## config.mk

```make
export PLATFORM = sky130hd
export DESIGN_NAME = fp2int_ctrl
export DESIGN_NICKNAME = d
export VERILOG_FILES = /design/src/rtl/fp_pkg.sv /design/src/rtl/shift_right.sv /design/src/rtl/fp2int_ctrl.sv
export SDC_FILE = /design/constraint.sdc
export NUM_CORES = 1
export LEC_CHECK = 0
export ABC_AREA = 0
export BUFFER_PORTS_ARGS = -buffer_cell sky130_fd_sc_hd__buf_2
export CORE_UTILIZATION = 56
export CTS_BUF_LIST = sky130_fd_sc_hd__clkbuf_2 sky130_fd_sc_hd__clkbuf_4 sky130_fd_sc_hd__clkbuf_8
export DETAILED_ROUTE_END_ITERATION = 6
export GPL_TIMING_DRIVEN = 0
export PLACE_DENSITY = 0.79
export RECOVER_POWER = 25
export SETUP_SLACK_MARGIN = 0.3
export SYNTH_ARGS = -nofsm -noshare
export SYNTH_HDL_FRONTEND = slang
export SYNTH_SLANG_ARGS = --single-unit
```

## constraint.sdc

```tcl
create_clock -name clk -period 2.6 [get_ports clk]
set_input_delay 0.52 -clock clk [delete_from_list [all_inputs] [get_ports clk]]
set_output_delay 0.52 -clock clk [all_outputs]
set_load 0.005 [all_outputs]
```

## src/rtl/fp_pkg.sv

```systemverilog
// Shared constants and types for the float-to-integer conversion path.
package fp_pkg;

   localparam int unsigned EXP_BIAS   = 127;
   localparam int unsigned FRAC_W     = 23;
   localparam int unsigned SIG_W      = 24;
   localparam int unsigned SHIFT_BASE = 150;
   localparam int unsigned SHAMT_W    = 5;
   localparam int unsigned FLAGS_W    = 5;

   // Bit positions inside out_flags.
   localparam int unsigned FLAG_INVALID  = 4;
   localparam int unsigned FLAG_OVERFLOW = 3;
   localparam int unsigned FLAG_INEXACT  = 2;
   localparam int unsigned FLAG_ZERO     = 1;
   localparam int unsigned FLAG_SIGN     = 0;

   typedef enum logic [2:0] {
      IDLE,
      DECODE,
      SHIFT,
      PACK,
      HOLD
   } state_t;

   typedef enum logic [1:0] {
      NORMAL,
      SMALL,
      SAT,
      INVALID
   } class_t;

endpackage

```

## src/rtl/shift_right.sv

```systemverilog
// Sign-magnitude significand right shifter.
// in_sig : {sign, hidden, fraction}; sign passes through, the 24-bit
//          significand is shifted right by nshift, shifted-out bits dropped.
// nshift : shift count 0..31.
// out_sig: {sign, shifted significand}.
module shift_right
   import fp_pkg::*;
(
   input  logic [SIG_W:0]        in_sig,
   input  logic [SHAMT_W-1:0]    nshift,
   output logic [SIG_W:0]        out_sig
);

   assign out_sig = {in_sig[SIG_W], in_sig[SIG_W-1:0] >> nshift};

endmodule

```

## src/rtl/fp2int_ctrl.sv

```systemverilog
// Sequenced IEEE754 single to 32-bit signed integer conversion (truncate).
// clk, rst_n     : clock, synchronous active-low reset.
// in_valid/ready : operand handshake, in_fp is the float operand.
// out_valid/ready: result handshake, out_int result, out_flags
//                  {invalid, overflow, inexact, zero, sign}.
module fp2int_ctrl
   import fp_pkg::*;
#(
   parameter logic [31:0] SAT_POS = 32'h7FFF_FFFF,
   parameter logic [31:0] SAT_NEG = 32'h8000_0000
) (
   input  logic                 clk,
   input  logic                 rst_n,
   input  logic                 in_valid,
   output logic                 in_ready,
   input  logic [31:0]          in_fp,
   output logic                 out_valid,
   input  logic                 out_ready,
   output logic [31:0]          out_int,
   output logic [FLAGS_W-1:0]   out_flags
);

   state_t               state_q, state_d;
   class_t               cls_q, cls_d;
   logic [31:0]          fp_q, fp_d;
   logic [SIG_W:0]       op_q, op_d;
   logic [SHAMT_W-1:0]   sh_q, sh_d;
   logic [SIG_W:0]       res_q, res_d;
   logic                 inexact_q, inexact_d;
   logic [31:0]          out_int_q, out_int_d;
   logic [FLAGS_W-1:0]   out_flags_q, out_flags_d;
   logic                 out_valid_q, out_valid_d;
   logic                 in_ready_q, in_ready_d;

   logic [SIG_W:0]       shift_out;

   shift_right u_shift (
      .in_sig  (op_q),
      .nshift  (sh_q),
      .out_sig (shift_out)
   );

   // State register and datapath flops.
   always_ff @(posedge clk) begin
      if (!rst_n) begin
         state_q     <= IDLE;
         cls_q       <= NORMAL;
         fp_q        <= '0;
         op_q        <= '0;
         sh_q        <= '0;
         res_q       <= '0;
         inexact_q   <= 1'b0;
         out_int_q   <= '0;
         out_flags_q <= '0;
         out_valid_q <= 1'b0;
         in_ready_q  <= 1'b1;
      end else begin
         state_q     <= state_d;
         cls_q       <= cls_d;
         fp_q        <= fp_d;
         op_q        <= op_d;
         sh_q        <= sh_d;
         res_q       <= res_d;
         inexact_q   <= inexact_d;
         out_int_q   <= out_int_d;
         out_flags_q <= out_flags_d;
         out_valid_q <= out_valid_d;
         in_ready_q  <= in_ready_d;
      end
   end

   // Next-state and datapath logic.
   always_comb begin
      logic [7:0]         e;
      logic [FRAC_W-1:0]  f;
      logic [FRAC_W-1:0]  mask;
      logic               sgn;
      logic [FLAGS_W-1:0] flags;
      logic [31:0]        val;

      state_d     = state_q;
      cls_d       = cls_q;
      fp_d        = fp_q;
      op_d        = op_q;
      sh_d        = sh_q;
      res_d       = res_q;
      inexact_d   = inexact_q;
      out_int_d   = out_int_q;
      out_flags_d = out_flags_q;
      out_valid_d = out_valid_q;
      in_ready_d  = in_ready_q;

      e     = fp_q[30:23];
      f     = fp_q[FRAC_W-1:0];
      // Bits of the fraction that fall off the end for a shift of sh_q.
      mask  = FRAC_W'((SIG_W'(1) << sh_q) - SIG_W'(1));
      sgn   = res_q[SIG_W];
      flags = '0;
      val   = '0;

      case (state_q)
         IDLE: begin
            if (in_valid && in_ready_q) begin
               fp_d       = in_fp;
               in_ready_d = 1'b0;
               state_d    = DECODE;
            end
         end

         DECODE: begin
            op_d = {fp_q[31], (e != 8'd0), f};
            sh_d = '0;
            if (e == 8'hFF) begin
               cls_d = (f != '0) ? INVALID : SAT;
            end else if (e > 8'(SHIFT_BASE)) begin
               cls_d = SAT;
            end else if (e < 8'(EXP_BIAS)) begin
               cls_d = SMALL;
            end else begin
               cls_d = NORMAL;
               sh_d  = SHAMT_W'(8'(SHIFT_BASE) - e);
            end
            state_d = SHIFT;
         end

         SHIFT: begin
            res_d = shift_out;
            // Shifter drops the low bits, so inexact is taken from the operand.
            case (cls_q)
               NORMAL:  inexact_d = |(op_q[FRAC_W-1:0] & mask);
               SMALL:   inexact_d = |op_q[SIG_W-1:0];
               default: inexact_d = 1'b0;
            endcase
            state_d = PACK;
         end

         PACK: begin
            case (cls_q)
               NORMAL: begin
                  val = sgn ? (32'd0 - {8'd0, res_q[SIG_W-1:0]})
                            : {8'd0, res_q[SIG_W-1:0]};
                  flags[FLAG_INEXACT] = inexact_q;
               end
               SMALL: begin
                  val = '0;
                  flags[FLAG_INEXACT] = inexact_q;
               end
               SAT: begin
                  val = sgn ? SAT_NEG : SAT_POS;
                  flags[FLAG_OVERFLOW] = 1'b1;
               end
               default: begin
                  val = '0;
                  flags[FLAG_INVALID] = 1'b1;
               end
            endcase
            flags[FLAG_ZERO] = (val == 32'd0);
            flags[FLAG_SIGN] = sgn;
            out_int_d   = val;
            out_flags_d = flags;
            out_valid_d = 1'b1;
            state_d     = HOLD;
         end

         HOLD: begin
            if (out_ready) begin
               out_valid_d = 1'b0;
               in_ready_d  = 1'b1;
               state_d     = IDLE;
            end
         end

         default: begin
            state_d     = IDLE;
            in_ready_d  = 1'b1;
            out_valid_d = 1'b0;
         end
      endcase
   end

   assign in_ready  = in_ready_q;
   assign out_valid = out_valid_q;
   assign out_int   = out_int_q;
   assign out_flags = out_flags_q;

endmodule

```

* Yosys cells after proc, flatten, opt, wreduce, memory -nomap -nowiden
Index checks and enable logic that the tools add are counted.
** Word-level totals
- Register bits after elaboration :: 132
- Input port bits :: 36
- Output and inout bits :: 39
- Logic and storage cells :: 69
** Operators by class
- Add/sub/neg operators :: 3
- Order comparisons :: 2
- Eq/ne operators :: 9
- Shifts and indexed selects :: 2
- Mux-type cells :: 23
- Bitwise operators :: 3
- Reductions and logical operators :: 16
** Operator list (number)
- $mux W32 :: 3
- $pmux W32 S2 :: 1
- $logic_not A32 Y1 :: 1
- $sub A1 B24 Y25 const A :: 1
- $reduce_or A24 Y1 :: 1
- $shr A24 B5 Y24 :: 1
- $and A23 B23 Y23 :: 1
- $reduce_bool A23 Y1 :: 1
- $reduce_or A23 Y1 :: 1
- $shl A1 B5 Y23 const A :: 1
- $sub A23 B2 Y23 const B :: 1
- $mux W5 :: 3
- $pmux W3 S5 :: 1
- $reduce_or A3 Y1 :: 3
- $eq A8 B8 Y1 const B :: 1
- $gt A8 B8 Y1 const B :: 1
- $lt A8 B7 Y1 const B :: 1
- $mux W1 :: 8
- $reduce_bool A8 Y1 :: 1
- $eq A3 B2 Y1 const B :: 2
- $mux W3 :: 2
- $pmux W1 S3 :: 2
- $reduce_and A2 Y1 :: 3
- $sub A5 B5 Y5 const A :: 1
- 13 further kinds :: 16

* Depth between registers and ports, before layout
- Word-level depth :: 5
- Depth in mapped cells :: 13
- Gate-level depth less buffers :: 10

* Hierarchy
From an unflattened synthesis, not the netlist that was laid out.
** Unflattened totals
- Cell total of the unflattened synthesis :: 923
- Area, all modules :: 7390.8 um^2
** Modules (own cells, without submodules)
- fp2int_ctrl :: instances 1, cells each 796, area each 6268.5 um^2
- shift_right :: instances 1, cells each 127, area each 1122.3 um^2

* Least setup slack after synthesis
Ideal clock, no wire load.
- Kind :: register to register
- From :: register res_q[2]
- To :: register out_flags_q[1], in the netlist out_flags[1]
- Library setup time :: 96 ps
- Arrival time :: 2728 ps
- Required time :: 2504 ps
- Slack :: -223 ps
- Stages on the path, launching flop included :: 9
- Buffers on the path :: 1
- Path through :: dfxtp_1 > buf_6 > or4_4 > or4_4 > o41ai_4 > xnor2_1 > nand2b_1 > o41a_1 > o41ai_2
** On the way
- Longest elaborated chain between the ends :: 5
** RTL lines
- from (decl) :: RTL line fp2int_ctrl.sv:28 : logic [SIG_W:0] res_q, res_d;
- from (signal assigned) :: RTL line fp2int_ctrl.sv:63 : res_q <= res_d;
- $sub A1 B24 Y25 :: RTL line fp2int_ctrl.sv:140 : val = sgn ? (32'd0 - {8'd0, res_q[SIG_W-1:0]})
- $mux W32 * :: RTL line fp2int_ctrl.sv:140
- $pmux W32 S2 * :: RTL line fp2int_ctrl.sv:138 : case (cls_q)
- $mux W32 * :: RTL line fp2int_ctrl.sv:101 : case (state_q)
- $logic_not A32 Y1 * :: RTL line fp2int_ctrl.sv:157 : flags[FLAG_ZERO] = (val == 32'd0);
- to (signal assigned) :: RTL line fp2int_ctrl.sv:66 : out_flags_q <= out_flags_d;
- to (decl) :: RTL line fp2int_ctrl.sv:31 : logic [FLAGS_W-1:0] out_flags_q, out_flags_d;
Every way passes the cells marked *; elsewhere a longest branch is shown, timed or not. The select of a mux whose other input is x is not followed.
A chain may end at the register's enable or synchronous reset.

* Worst setup path after layout
- From :: register sh_q[0]
- To :: register inexact_q
** On the way
- Longest elaborated chain between the ends :: 5
** RTL lines
- from (decl) :: RTL line fp2int_ctrl.sv:27 : logic [SHAMT_W-1:0] sh_q, sh_d;
- from (signal assigned) :: RTL line fp2int_ctrl.sv:50 : sh_q <= '0;
- from (signal assigned) :: RTL line fp2int_ctrl.sv:62 : sh_q <= sh_d;
- $shl A1 B5 Y23 :: RTL line fp2int_ctrl.sv:96 : mask = FRAC_W'((SIG_W'(1) << sh_q) - SIG_W'(1));
- $sub A23 B2 Y23 :: RTL line fp2int_ctrl.sv:96
- $and A23 B23 Y23 :: RTL line fp2int_ctrl.sv:130 : NORMAL: inexact_d = |(op_q[FRAC_W-1:0] & mask);
- $reduce_or A23 Y1 :: RTL line fp2int_ctrl.sv:130
- $pmux W1 S2 :: RTL line fp2int_ctrl.sv:129 : case (cls_q)
- to (signal assigned) :: RTL line fp2int_ctrl.sv:64 : inexact_q <= inexact_d;
- to (decl) :: RTL line fp2int_ctrl.sv:29 : logic inexact_q, inexact_d;
Every way passes these cells.

==> metrics <==
Mapped Area=a little over 7000 um2; share of layout cells above drive strength 1=0.182; Root Buffer=clkbuf_8; actual slew at the worst max-slew pin=between 0.6 and 0.7 ns; number of synthesized flops with an enable pin=0; Cell Count, Final, Fillers Out=around 1200; Critical Path Source Type=flop; Reg2Reg Setup Slack=-0.27 ns; Final Hold Fails=0; Clock transition at path regs=~0.070 ns; FILL cells=about 1100; Setup-failing EPs final=2; Pleak=3.30 nW; # IOs=75; DRC errors left=2; crit path DAT=3.19 ns; Die W=between 100 and 150 um; #FFs+latches synth=126; vias in the first global route=roughly 6700; CORE AREA=about 13000 um2; 1st-pass router iterations=7; Post-Route WL=roughly 22000 um; CP endpoint kind=flop; Max FO, Critical Path=6; number of port buffers=between 70 and 80; final critical-path share of the clock period=1.10; Max clock buf depth=2; worst hold-check path type=in2reg; floorplan row count=a little over 40; first-pass GRT wire length=roughly 34000 um; post-DP HPWL=around 16000 um; total global-route track usage=0.331; Final WS setup=-0.273 ns; diode count=0; Initial Util=0.574; clk sinks=126; DP Cell Count=about 1200; TritonCTS clock tree=built; gpl congestion=between 0.9 and 1; Mapped Avg Cell Area=approximately 7.9 um2; Synth cell types=62; WL/cell=between 15 and 20 um; critical path class=reg2reg; Post-synth ARST share=0; full die area=between 10000 and 15000 um2; total vias in the final route=approximately 7300; Post-DRT Antenna Nets=0; status=finished with violations; maximum vdd ir drop=0.418 mV; worst skew pair latency=approximately 0.45 ns; min Tclk post-route=~2.9 ns; cells after synthesis=just over 900; ys flop type=dfxtp_1; highest clock rate=0.348 GHz; slew margin rel.=0.567; GRT overflow=0; Fin Clk Skew=approximately 0.0098 ns; Synth Warn #=0; RSZ-0062 raised after global routing=true; WP data required=between 2 and 3 ns; sequential share of the synthesized area=0.347; Power Density=573 nW/um2; Max-Cap Viols=0; die span in y=approximately 120 um; vias per cell=approximately 6.0; initial DRC count=roughly 730; syn_nets=962; Syn-to-layout area delta=19.6%; nets=between 1000 and 1500; initial antenna violation count=0; Num CTS Buffers=17; largest net degree at the start of global routing=17; max-slew violations=0; violated checks=design-rule violations, negative setup slack; Hold Slack=roughly 0.31 ns; Max H-tree Level=4
==> worst max-delay path, stage by stage, from the launching register on <==
cell	delay, ns
dfxtp_2	0.33
buf_8	0.12
or2_4	0.27
or3_4	0.38
ha_4	0.19
buf_8	0.13
buf_4	0.14
o21ai_2	0.09
o21ai_1	0.12
a222oi_1	0.29
nand3_1	0.17
nor4_4	0.38
o21ai_1	0.13
==> final timing paths <==
| check | from | to | cells after the start |
|---|---|---|---|
| setup / recovery | sh_q[0] | inexact_q | 12 |
| setup reg to reg | sh_q[0] | inexact_q | 12 |
| hold reg to reg | out_flags[4] | out_flags[4] | 2 |
| hold / removal | in_fp[16] | fp_q[16] | 3 |
==> placed cells by master (no fill, tap or decap), types with 17 or more instances in the layout <==
cell,count
nor2_1,33
mux2i_1,22
xnor2_1,20
clkbuf_1,79
clkbuf_8,20
a21oi_1,45
buf_2,44
o21ai_0,48
nand2_1,207
dfxtp_1,119
nor2b_1,17
a21boi_0,71
==> registers in the layout (all words and copies together), names as in the netlist <==
register	flops
out_flags	5
inexact_q	1
state_q	3
out_int	26
res_q	25
fp_q	32
in_ready	1
out_valid	1
sh_q	5
op_q	25
cls_q	2
==> power by group <==
| part | internal, W | total [W] | switching (W) |
|---|---|---|---|
| registers | 0.00204 | 0.00215 | 0.000116 |
| clock network | 0.00109 | 0.00183 | 0.000741 |
| logic | 0.000396 | 0.00100 | 0.000606 |
==> cell families after synthesis <==
family / count (synthesis) / synth area share
simple gates: 363 / 0.231
compound gates: 259 / 0.245
flops: 126 / 0.347
buf+inv: 98 / 0.0547
mux: 41 / 0.0798
xor+xnor: 27 / 0.0325
fa+ha+maj: 6 / 0.0103
==> repair_timing <==
item                       4_1_cts  5_1_grt
pin swaps                        6       12
hold endpoints to repair         0        0
hold buffers                     0        0
buffers inserted                 5       10
setup endpoints to repair       31       65
resized for setup               31       45
==> Yosys cell counts, drive strengths merged, types with 9 or more instances <==
cell | n | area [um2]
a21oi | 45 | 225
nand2b | 10 | 62.6
nor3 | 13 | 65.1
nand3 | 12 | 60.1
o31ai | 10 | 75.1
nand2 | 207 | 777
a22oi | 14 | 105
xnor2 | 20 | 175
inv | 15 | 56.3
a21boi | 71 | 533
clkbuf | 68 | 255
nor2 | 36 | 135
nor2b | 17 | 106
o211a | 12 | 120
and2 | 9 | 56.3
o21ai | 55 | 275
mux4 | 13 | 293
nor4 | 13 | 81.3
dfxtp | 126 | 2520
mux2i | 22 | 220
buf | 15 | 86.3
==> per-layer routing <==
layer	vias to the layer above	global-route usage	routed length (um)
li1	3483	-	-
met1	3361	0.425	9100
met2	351	0.539	10100
met3	58	0.0612	1590
met4	0	0.156	724
met5	-	0	0
==> cell type report <==
cell class | instances | area (um2) | share of cell area
Multi-Input combinational cell | 696 | 4600 | 0.528
Sequential cell | 126 | 2530 | 0.291
Buffer | 83 | 447 | 0.0513
Timing Repair Buffer | 88 | 439 | 0.0505
Clock buffer | 21 | 277 | 0.0318
Tap cell | 172 | 215 | 0.0247
Clock inverter | 7 | 139 | 0.0160
Inverter | 15 | 56.3 | 0.00647
==> through the flow <==
step,TNS (ns),instance area (um2),worst slack (ns),total power [W],utilization
final,-0.356,8700,-0.273,0.00499,0.687
after global routing,-0.533,8700,-0.301,0.00520,0.687
after floorplan,0,7410,0.124,0.00281,-
after global placement,-0.878,7990,-0.568,0.00308,0.630
after CTS,-0.312,8580,-0.245,0.00495,0.677
after detailed placement,-0.830,7990,-0.599,0.00309,0.630
No activity file was read; power rests on OpenSTA's default activity.
